`config.mk`:
```
export PLATFORM = sky130hd
export DESIGN_NAME = des_out_buffer
export DESIGN_NICKNAME = d
export VERILOG_FILES = /design/src/rtl/des_pkg.sv /design/src/rtl/des_fifo_mem.sv /design/src/rtl/des_out_buffer.sv
export SDC_FILE = /design/constraint.sdc
export NUM_CORES = 2
export LEC_CHECK = 0
export CORE_ASPECT_RATIO = 0.7
export CORE_MARGIN = 10
export CORE_UTILIZATION = 25
export CTS_BUF_LIST = sky130_fd_sc_hd__clkbuf_16
export DETAILED_ROUTE_END_ITERATION = 10
export SLEW_MARGIN = 15
export SYNTH_ARGS = -nofsm -noshare
export SYNTH_HDL_FRONTEND = slang
export SYNTH_SLANG_ARGS = --single-unit
export TNS_END_PERCENT = 100
```
`constraint.sdc`:
```
create_clock -name clk -period 7.15 [get_ports clk]
set_clock_uncertainty 0.15 [all_clocks]
set_input_delay 1.7875 -clock clk [delete_from_list [all_inputs] [get_ports clk]]
set_output_delay 1.7875 -clock clk [all_outputs]
set_load 0.005 [all_outputs]
```
`src/rtl/des_pkg.sv`:
```
// des_pkg: shared widths and depth limits for the DES result path.
package des_pkg;
   localparam int DES_BLK_W = 64;
   localparam int DES_PIPE_LAT = 16;
   localparam int DES_MIN_BUF_DEPTH = DES_PIPE_LAT + 1;
   function automatic bit depth_ok(int d);
      return d >= DES_MIN_BUF_DEPTH && (d & (d - 1)) == 0;
   endfunction
endpackage

```
`src/rtl/des_fifo_mem.sv`:
```
// des_fifo_mem: DEPTH x 64 register-array FIFO with first-word-fall-through read.
module des_fifo_mem
   import des_pkg::*;
#(
   parameter int DEPTH = 32,
   parameter int AW = 5
) (
   input  logic                 clk,
   input  logic                 rst,
   input  logic                 push,
   input  logic                 pop,
   input  logic [DES_BLK_W-1:0] wdata,
   output logic [DES_BLK_W-1:0] rdata,
   output logic [AW:0]          count
);
   logic [DES_BLK_W-1:0] mem [DEPTH];
   logic [AW-1:0] wr_ptr, rd_ptr;
   always_ff @(posedge clk)
      if (push) mem[wr_ptr] <= wdata;
   // pointers wrap naturally because DEPTH is a power of two
   always_ff @(posedge clk or posedge rst)
      if (rst) begin
         wr_ptr <= '0;
         rd_ptr <= '0;
         count <= '0;
      end else begin
         wr_ptr <= wr_ptr + AW'(push);
         rd_ptr <= rd_ptr + AW'(pop);
         count <= count + (AW+1)'(push) - (AW+1)'(pop);
      end
   // empty reads as zero so the output word is defined out of reset
   assign rdata = count != '0 ? mem[rd_ptr] : '0;
endmodule

```
`src/rtl/des_out_buffer.sv`:
```
// des_out_buffer: captures DES core results into a FIFO, streams them out and
// returns issue credits so the non-stallable core never overruns the buffer.
module des_out_buffer
   import des_pkg::*;
#(
   parameter int DEPTH = 32,
   parameter int AW = 5
) (
   input  logic                 clk,
   input  logic                 rst,
   input  logic                 issue_en,
   output logic                 issue_ready,
   input  logic                 core_valid,
   input  logic [DES_BLK_W-1:0] core_data,
   output logic                 m_valid,
   output logic [DES_BLK_W-1:0] m_data,
   input  logic                 m_ready,
   input  logic                 err_clr,
   output logic                 err_credit,
   output logic                 err_drop,
   output logic                 err_spurious,
   output logic [31:0]          blk_cnt
);
   if (!depth_ok(DEPTH) || (1 << AW) != DEPTH) begin : g_bad_depth
      $error("des_out_buffer: DEPTH must be a power of two >= %0d with AW = log2(DEPTH)", DES_MIN_BUF_DEPTH);
   end
   localparam logic [AW:0] FULL = (AW+1)'(DEPTH);
   logic [AW:0] credits, inflight, count, credits_next, inflight_add, inflight_next;
   logic accept, push, pop, full, no_credit, drop, spurious;
   always_comb begin
      pop = m_valid && m_ready;
      full = count == FULL;
      no_credit = credits == '0;
      accept = issue_en && !no_credit;
      push = core_valid && (!full || pop);
      drop = core_valid && full && !pop;
      spurious = core_valid && inflight == '0;
      credits_next = credits - (AW+1)'(accept) + (AW+1)'(pop);
      inflight_add = inflight + (AW+1)'(accept);
      inflight_next = inflight_add - (AW+1)'(core_valid && inflight_add != '0);
   end
   always_ff @(posedge clk or posedge rst)
      if (rst) begin
         credits <= FULL;
         inflight <= '0;
         issue_ready <= 1'b1;
         err_credit <= 1'b0;
         err_drop <= 1'b0;
         err_spurious <= 1'b0;
         blk_cnt <= '0;
      end else begin
         credits <= credits_next;
         inflight <= inflight_next;
         issue_ready <= credits_next != '0;
         err_credit <= (issue_en && no_credit) || (err_credit && !err_clr);
         err_drop <= drop || (err_drop && !err_clr);
         err_spurious <= spurious || (err_spurious && !err_clr);
         blk_cnt <= blk_cnt + 32'(pop);
      end
   assign m_valid = count != '0;
   des_fifo_mem #(.DEPTH(DEPTH), .AW(AW)) u_mem (
      .clk(clk),
      .rst(rst),
      .push(push),
      .pop(pop),
      .wdata(core_data),
      .rdata(m_data),
      .count(count)
   );
endmodule

```
==> flow_metrics.py <==
metrics = {
    "placement": {
        "place_inst": 8242,
        "io_buffers": 170,
        "dpl.hpwl_um": 117000,
        "place_congestion": 0.7344,
    },
    "global_route": {
        "grt_usage": 0.1180,
        "grt.overflow.total": 0,
        "grt_pass1_wl_um": 302200,
        "grt_max_degree": 111,
        "antenna_found_initial": 25,
        "first_global_vias": 40060,
    },
    "worst_setup_path": {
        "critPathRequiredTime_ns": 5.21,
        "r2r_cells": 7,
        "setup.worst_path.start": "u_mem.rd_ptr[1]$_DFF_PP0_",
        "cp-start-kind": "register",
        "reg2reg_to": "u_mem.mem[2][18]$_DFFE_PP_",
        "rrSetupSlack_ns": 2.80,
        "arrival_ns": 4.61,
        "path_max_fanout": 61,
        "reg2reg_from": "u_mem.count[4]$_DFF_PP0_",
        "cp-endpoint": "m_data[45]",
        "critPathCaptureType": "primary output",
        "worst-setup-path-type": "register to primary output",
    },
    "clock_tree": {
        "cts_resized": 0,
        "h-tree-depth": 4,
        "cts_buffers": 202,
        "hold_buffers": 0,
        "postCtsSetupRepairBufs": 0,
        "clock_path_buffers": 4,
        "cts_tree": "built",
        "cts.sink_count": 2112,
        "cts_root_buf": "clkbuf_16",
        "insertion_delay_ns": 0.79,
        "path_clk_slew_ns": 0.06,
    },
    "routing": {
        "route.met2.wl_um": 97740,
        "viasPerCell": 4.622,
        "wl_per_cell_um": 24.62,
        "wl_met3_um": 17590,
        "remaining_drc_errors": 0,
        "wl_met1_um": 91190,
        "ant_nets": 0,
        "wirelength_um": 212100,
        "top_layer_used": "met5",
        "drtIter0Drc": 4143,
        "vias": 39810,
        "first_pass_iters": 6,
    },
    "floorplan": {
        "core_um2": 322000,
        "start_util": 0.2518,
        "rows": 174,
        "io_pins": 171,
        "dieArea_um2": 347800,
        "dieWidth_um": 700.6,
        "die_height_um": 496.5,
    },
    "yosys": {
        "synthFlopType": "edfxtp_1",
        "syn_area_um2": 81070,
        "ys_ff_latch": 2112,
        "synthesis.nets": 3931,
        "ys_types": 53,
        "yosysWarnings": 0,
        "ys_async_sr_fraction": 0.03030,
        "synth-edff-count": 2048,
        "synth_seq_area_share": 0.7783,
        "syn_avg_cell_area_um2": 21.16,
        "synth_cells": 3832,
    },
    "timing": {
        "post-route-period-util": 0.9155,
        "maxSlewViolCount": 0,
        "relSlewSlack": 0.2276,
        "tightest_slew_ns": 1.155,
        "totalNegativeSetupSlack_ns": 0,
        "hold_violations": 0,
        "max_freq_mhz": 152.8,
        "period_minus_slack_ns": 6.546,
        "rsz0062_at_grt": "false",
        "finalSetupViolCount": 0,
    },
    "final_layout": {
        "final_common_cell": "edfxtp_1",
        "fillCellCount": 30990,
        "most-common-layout-cells": "edfxtp_1, mux4_2, mux2i_1",
        "nets": 4233,
        "drive_gt1_frac": 0.2176,
        "syn2layout_area_growth_pct": 17.31,
        "fin_cells": 8613,
    },
    "pwr": {
        "p_per_area_nw_per_um2": 386.6,
        "total_power_w": 0.03677,
        "combinationalPowerShare": 0.304,
        "pwr-share-clk": 0.288,
        "switching_share": 0.3106,
        "internal_power_w": 0.02535,
        "ir_drop_mv": 0.2780,
        "leakage_nw": 30.04,
        "p_sw_w": 0.01142,
        "p_seq_frac": 0.407,
    },
    "status": {
        "status": "finished clean",
    },
    "min_path": {
        "hp-class": "register to register",
    },
    "job": {
        "maxCapViolations": 0,
    },
}
## power groups by stage
stage,Clock [W],Combinational (W),Sequential (W)
after detailed placement,0,0.0114,0.0153
final,0.0106,0.0112,0.0150
after global placement,0,0.0114,0.0152
after global routing,0.0113,0.0120,0.0151
after floorplan,0,0.00696,0.0150
after CTS,0.0108,0.0115,0.0150
## worst max-delay path, cell delays in order (launching register included)
cell	delay, ns
dfrtp_4	0.83
buf_4	0.52
buf_4	0.83
mux4_2	0.41
a211oi_1	0.37
nand2_1	0.11
and3_1	0.25
clkdlybuf4s50_1	0.48
## routing by layer
layer / vias to the layer above / GRT usage
met3: 303 / 0.02863
met5: - / 0
li1: 16570 / -
met2: 1581 / 0.1857
met4: 12 / 0.03072
met1: 21340 / 0.1635
## how the worst min path moves through the flow
stage | to | start | cells after the start
after CTS | blk_cnt[31]$_DFF_PP0_ | blk_cnt[31]$_DFF_PP0_ | 1
after global routing | blk_cnt[31]$_DFF_PP0_ | blk_cnt[31]$_DFF_PP0_ | 1
after floorplan | blk_cnt[31]$_DFF_PP0_ | blk_cnt[31]$_DFF_PP0_ | 1
final | blk_cnt[31]$_DFF_PP0_ | blk_cnt[31]$_DFF_PP0_ | 1
after detailed placement | blk_cnt[31]$_DFF_PP0_ | blk_cnt[31]$_DFF_PP0_ | 1
after global placement | blk_cnt[31]$_DFF_PP0_ | blk_cnt[31]$_DFF_PP0_ | 1
## area by class of cell
type | count | area (µm²) | share of cell area
well taps | 4312 | 5395 | 0.05673
flip-flops and latches | 2112 | 63120 | 0.6636
clock inverters | 159 | 1379 | 0.01450
clock buffers | 204 | 5105 | 0.05367
inverters | 30 | 112.6 | 0.001184
multi-input cells | 1481 | 17050 | 0.1793
diodes | 8 | 20.02 | 0.0002105
repair buffers | 307 | 2930 | 0.03081
## kinds of logic (layout without fill, tap and decap cells)
family | after synthesis | after routing | synth area share
AOI/OAI and AO/OA | 408 | 408 | 0.03346
xor gates and xnor gates | 49 | 49 | 0.005293
adders and majority gates | 29 | 29 | 0.004661
buffers and inverters | 239 | 700 | 0.01522
DFF | 2112 | 2112 | 0.7783
muxes | 693 | 693 | 0.1456
other | 0 | 8 | 0
and+or+nand+nor | 302 | 302 | 0.01741
## registers in the layout (all words and copies together), names as in the netlist
register and count:
err_spurious 1, issue_ready 1, blk_cnt 32, u_mem.mem 2048, credits 6, err_credit 1, u_mem.rd_ptr 5, inflight 6
u_mem.count 6, err_drop 1, u_mem.wr_ptr 5
## synth_stat cells (all sizes together) (2+ instances only)
library cell	n	area [µm²]
a211oi	37	277.8
a21o	2	15.01
a21oi	71	355.3
a22oi	101	758.2
a31oi	29	181.4
and2	2	12.51
and3	42	262.8
and4	3	26.28
buf	129	817.0
clkbuf	80	304.0
dfrtp	62	1551
dfstp	2	52.55
edfxtp	2048	61500
fa	2	40.04
ha	27	337.8
inv	30	112.6
mux2	52	585.6
mux2i	257	2572
mux4	384	8648
nand2	148	555.5
nand2b	3	18.77
nand3	25	125.1
nand3b	6	45.04
nand4	6	37.54
nor2	44	165.2
nor2b	4	25.02
nor3	5	25.02
nor3b	2	15.01
nor4	2	12.51
nor4b	2	17.52
o21ai	31	155.1
o21bai	2	15.01
o221ai	38	332.8
o22ai	91	569.3
or3b	3	26.28
xnor2	35	306.5
xor2	14	122.6
## metrics by stage
step / hold WS, ns / area [µm²] / utilization / worst slack [ns]
2_1_floorplan: 0.3184 / 81070 / - / 0.9791
5_1_grt: 0.3474 / 95090 / 0.2953 / 0.3643
6_report: 0.3215 / 95110 / 0.2954 / 0.6044
3_5_place_dp: 0.3165 / 88750 / 0.2756 / 1.296
3_3_place_gp: 0.3177 / 88730 / 0.2756 / 0.9511
4_1_cts: 0.3251 / 95230 / 0.2958 / 0.4601
Power figures use the tool's default switching activity.
